--- src/rtl/intc_cpu_ack_ctrl.sv ---
// Per-CPU interrupt dispatch: masks the selected request against SR.I,
// holds it stable toward the CPU, runs the accept handshake and settles.
//
// Ports:
//   clk, rst_n      clock, async active-low reset
//   sl_req_i        selector request valid
//   sl_level_i[4:0] selector level (16 = NMI/ERR)
//   sl_vec_i[7:0]   selector vector
//   cpu_imask_i     CPU SR.I3:0
//   int_ack_i       CPU accept pulse
//   int_req_o       request to CPU (registered)
//   int_level_o     presented level (registered)
//   int_vec_o       presented vector (registered)
//   intack_all_o    high while settling
//   clr_vld_o       1-cycle source clear pulse
//   clr_vec_o       vector to clear
//
// Optional feature macro: INTC_ACK_PREEMPT_EN
//   defined   -> a strictly higher eligible request replaces the
//                presented one while waiting for accept
//   undefined -> the presented request is frozen until accepted
//                or withdrawn
module intc_cpu_ack_ctrl #(
    parameter int SETTLE_CYC = 2,
    parameter int CNT_W      = 4
) (
    input  logic       clk,
    input  logic       rst_n,
    input  logic       sl_req_i,
    input  logic [4:0] sl_level_i,
    input  logic [7:0] sl_vec_i,
    input  logic [3:0] cpu_imask_i,
    input  logic       int_ack_i,
    output logic       int_req_o,
    output logic [4:0] int_level_o,
    output logic [7:0] int_vec_o,
    output logic       intack_all_o,
    output logic       clr_vld_o,
    output logic [7:0] clr_vec_o
);

    typedef enum logic [1:0] {
        IDLE   = 2'd0,
        REQ    = 2'd1,
        SETTLE = 2'd2
    } state_t;

    localparam logic [CNT_W-1:0] SETTLE_LD = CNT_W'(SETTLE_CYC);
    localparam logic [CNT_W-1:0] CNT_ONE   = CNT_W'(1);

    state_t           state;
    logic [CNT_W-1:0] cnt;
    logic             eligible;
    logic             upgrade;

    // Level 16 always beats a 4-bit mask, so NMI is never masked.
    assign eligible = sl_req_i & (sl_level_i > {1'b0, cpu_imask_i});

`ifdef INTC_ACK_PREEMPT_EN
    assign upgrade = eligible & (sl_level_i > int_level_o);
`else
    assign upgrade = 1'b0;
`endif

    always_ff @(posedge clk or negedge rst_n) begin
        if (!rst_n) begin
            state        <= IDLE;
            cnt          <= '0;
            int_req_o    <= 1'b0;
            int_level_o  <= '0;
            int_vec_o    <= '0;
            intack_all_o <= 1'b0;
            clr_vld_o    <= 1'b0;
            clr_vec_o    <= '0;
        end else begin
            clr_vld_o <= 1'b0;
            unique case (state)
                IDLE: begin
                    if (eligible) begin
                        state       <= REQ;
                        int_req_o   <= 1'b1;
                        int_level_o <= sl_level_i;
                        int_vec_o   <= sl_vec_i;
                    end
                end
                REQ: begin
                    // Accept wins over a simultaneous withdrawal.
                    if (int_ack_i) begin
                        state        <= SETTLE;
                        cnt          <= SETTLE_LD;
                        int_req_o    <= 1'b0;
                        intack_all_o <= 1'b1;
                        clr_vld_o    <= 1'b1;
                        clr_vec_o    <= int_vec_o;
                    end else if (!eligible) begin
                        state     <= IDLE;
                        int_req_o <= 1'b0;
                    end else if (upgrade) begin
                        int_level_o <= sl_level_i;
                        int_vec_o   <= sl_vec_i;
                    end
                end
                SETTLE: begin
                    // Exit on the cycle the count hits 1 so the
                    // window is exactly SETTLE_CYC cycles long.
                    if (cnt == CNT_ONE) begin
                        state        <= IDLE;
                        cnt          <= '0;
                        intack_all_o <= 1'b0;
                    end else begin
                        cnt <= cnt - CNT_ONE;
                    end
                end
                default: begin
                    state        <= IDLE;
                    cnt          <= '0;
                    int_req_o    <= 1'b0;
                    intack_all_o <= 1'b0;
                end
            endcase
        end
    end

endmodule

--- config.mk ---
export PLATFORM = sky130hd
export DESIGN_NAME = intc_cpu_ack_ctrl
export DESIGN_NICKNAME = d
export VERILOG_FILES = /design/src/rtl/intc_cpu_ack_ctrl.sv
export SDC_FILE = /design/constraint.sdc
export NUM_CORES = 1
export LEC_CHECK = 0
export CAP_MARGIN = 30
export CORE_UTILIZATION = 30
export CTS_CLUSTER_SIZE = 25
export DETAILED_ROUTE_END_ITERATION = 7
export GPL_ROUTABILITY_DRIVEN = 0
export GPL_TIMING_DRIVEN = 0
export PLACE_DENSITY = 0.51
export SETUP_SLACK_MARGIN = 0.5
export SYNTH_ARGS = -nofsm -noshare
export SYNTH_HDL_FRONTEND = slang
export SYNTH_SLANG_ARGS = --single-unit
--- constraint.sdc ---
create_clock -name clk -period 3.8 [get_ports clk]
set_clock_uncertainty 0.1 [all_clocks]
set_input_delay 0.95 -clock clk [delete_from_list [all_inputs] [get_ports clk]]
set_output_delay 0.95 -clock clk [all_outputs]
set_load 0.02 [all_outputs]
==> flow_metrics.tcl <==
set metrics [dict create \
    firstDrtPassIters 4 \
    synth-seq-cells 30 \
    end_kind "flip-flop" \
    nFillCells 431 \
    hold_path.class "flip-flop to flip-flop" \
    critPathKind "input pin to flip-flop" \
    yosys.area.top_type_share_pct 51.3 \
    routedWlPerCell_um 13.4 \
    clock-root-buffer "clkbuf_8" \
    clockBufferDepth 2 \
    drive_above_1_share_pct 21.6 \
    clock-sinks 30 \
    leakage_nw 0.932 \
    postCtsSetupRepairBufs 0 \
    ys_types 25 \
    die_h_um 71.9 \
    drt_iter0_drc 44 \
    syn2layout_area_growth_pct 44.2 \
    core_area_mm2 0.00472 \
    cp_max_fo 10 \
    start_util_pct 31.0 \
    dp_hpwl_um 2380 \
    avgSynthCellArea_um2 12.4 \
    drv_slew 0 \
    power_density_mw_per_mm2 805 \
    synth_edf_count 0 \
    cts_max_level 2 \
    fin_crit_sh_pct 77.0 \
    port_buffers 44 \
    synth_seq_area_share_pct 51.3 \
    syn-cell-area_mm2 0.00146 \
    chipWidth_um 71.9 \
    final-setup-viol-count 0 \
    synth_warnings 0 \
    synthArstFlopShare_pct 100 \
    cp-start-kind "input pin" \
    max_cap_violations 0 \
    die_area_mm2 0.00516 \
    diodes 0 \
    outcome "complete, no violations" \
    clk_latency_ps 280 \
    nets 200 \
    slew_headroom_pct 54.9 \
    drc 0 \
    viasPerCell 4.54 \
    grt-ovfl-total 0 \
    fmax_mhz 342 \
    synth_flop_cell "dfrtp_1" \
    io_pins 45 \
    ctsResizeCount 0 \
    cts_tree "built" \
    arrival_ps 2990 \
    rsz0062_at_grt "false" \
    fin_setup_tns_ps 0 \
    grt_pass1_vias 1168 \
    antenna_found_initial 0 \
    hold_buffers 0 \
    numCtsBuffers 5 \
    ys_top_cells_by_count "30 x dfrtp_1, 12 x inv_1, 11 x mux2_2" \
    grt_pass1_wl_um 5480 \
    yosysMostFrequentCell "dfrtp_1" \
    clk_pin_slew_worst_paths_ps 70 \
    drt_wl_total_um 3190 \
    rows 25 \
    synth.area.top_cells "dfrtp_1 51%, mux2_4 10%, mux2_2 8.5%, ha_1 7.7%, o21ai_0 3.4%" \
    hold_viol_final 0 \
    synth_cells 118 \
    syn-num-nets 148 \
    synth_top_cell_by_area "dfrtp_1" \
    ant_nets 0 \
    grt_max_degree 19 \
    grtUsageTotal_pct 14.1 \
    vias 1081 \
    worst-slew-pin-transition_ps 675 \
    min_period_ps 2920 \
    p_total_mw 1.70 \
    worstPathRequired_ps 3860 \
    vdd_drop_max_mv 0.332 \
]
-- per-layer routing --
layer | share of wire [%] | GRT usage [%]
met4 | 1.5 | 6.32
met2 | 47 | 21.8
met5 | 0 | 0
met3 | 6.2 | 5.20
met1 | 45 | 17.6
-- area by class of cell --
cell class / instances / area (um2) / area share (%)
plain buffers: 2 / 15.0 / 0.711
repair buffers: 45 / 468 / 22.2
clock buffers: 6 / 82.6 / 3.91
inverters: 12 / 45.0 / 2.13
multi-input cells: 74 / 653 / 30.9
flip-flops and latches: 30 / 751 / 35.6
well taps: 67 / 83.8 / 3.97
clock inverters: 2 / 12.5 / 0.593
-- cells by family (layout without fill, tap and decap cells) --
logic type / Yosys count / count (layout) / synth area share (%)
muxes: 21 / 21 / 18.7
and+or+nand+nor: 25 / 25 / 9.32
buffers and inverters: 14 / 67 / 4.10
adders and majority gates: 9 / 9 / 7.69
AOI/OAI and AO/OA: 19 / 19 / 8.89
DFF: 30 / 30 / 51.3
-- final timing paths --
check / startpoint / end / slack (ps) / cells after the start
worst min-delay path: clr_vec_o[5] / clr_vec_o[5] / 400 / 1
max in group asynchronous: rst_n / clr_vec_o[6] / 2100 / 2
min in group asynchronous: rst_n / cnt[0] / 980 / 1
worst max register to register: state[1] / state[1] / 1800 / 6
worst max-delay path: cpu_imask_i[3] / int_level_o[3] / 880 / 9
worst min register to register: clr_vec_o[5] / clr_vec_o[5] / 400 / 1
-- sequential cells by signal, summed over array words and instances, names as in the netlist --
| name | flops |
|---|---|
| clr_vec_o | 8 |
| int_vec_o | 8 |
| int_level_o | 5 |
| cnt | 4 |
| state | 2 |
| clr_vld_o | 1 |
| int_req_o | 1 |
| intack_all_o | 1 |
-- power by group --
part           internal, mW  switching, mW
Sequential            0.468          0.100
Clock                 0.145          0.123
Combinational         0.456          0.406
Total                  1.07          0.629
-- critical path: stages --
cell	delay [ps]
clkdlybuf4s50_1	450
inv_1	40
ha_1	300
nand3_2	100
o221ai_2	180
o311ai_2	230
nor2_4	200
buf_6	210
mux2_4	310
-- cell usage in the layout (no fill, tap or decap), drive strengths merged --
cell type      Yosys  routed
nor3b              1       1
nor2b              3       3
or3                2       2
o221ai             1       1
a21oi              3       3
and3               1       1
nor2               4       4
a21boi             1       1
clkdlybuf4s50      0      44
dfrtp             30      30
clkinv             0       1
nor3               4       4
nand3              3       3
a21o               1       1
inv               12      12
buf                1       2
ha                 9       9
clkinvlp           0       1
mux2              21      21
clkbuf             1       7
o211ai             2       2
o21ai             10      10
or2                1       1
nand2              6       6
o311ai             1       1
-- stage by stage --
step / instance area (um2) / hold slack [ps] / setup slack [ps] / util (%) / instances
6_report: 2110 / 404 / 876 / 44.7 / 238
5_1_grt: 2110 / 426 / 781 / 44.7 / 238
4_1_cts: 2110 / 408 / 856 / 44.7 / 238
3_5_place_dp: 2020 / 395 / 559 / 42.7 / 230
3_3_place_gp: 1990 / 387 / 584 / 42.1 / 229
2_1_floorplan: 1460 / 351 / 1230 / - / 118
Note: power is estimated with default switching activity, not from simulation.
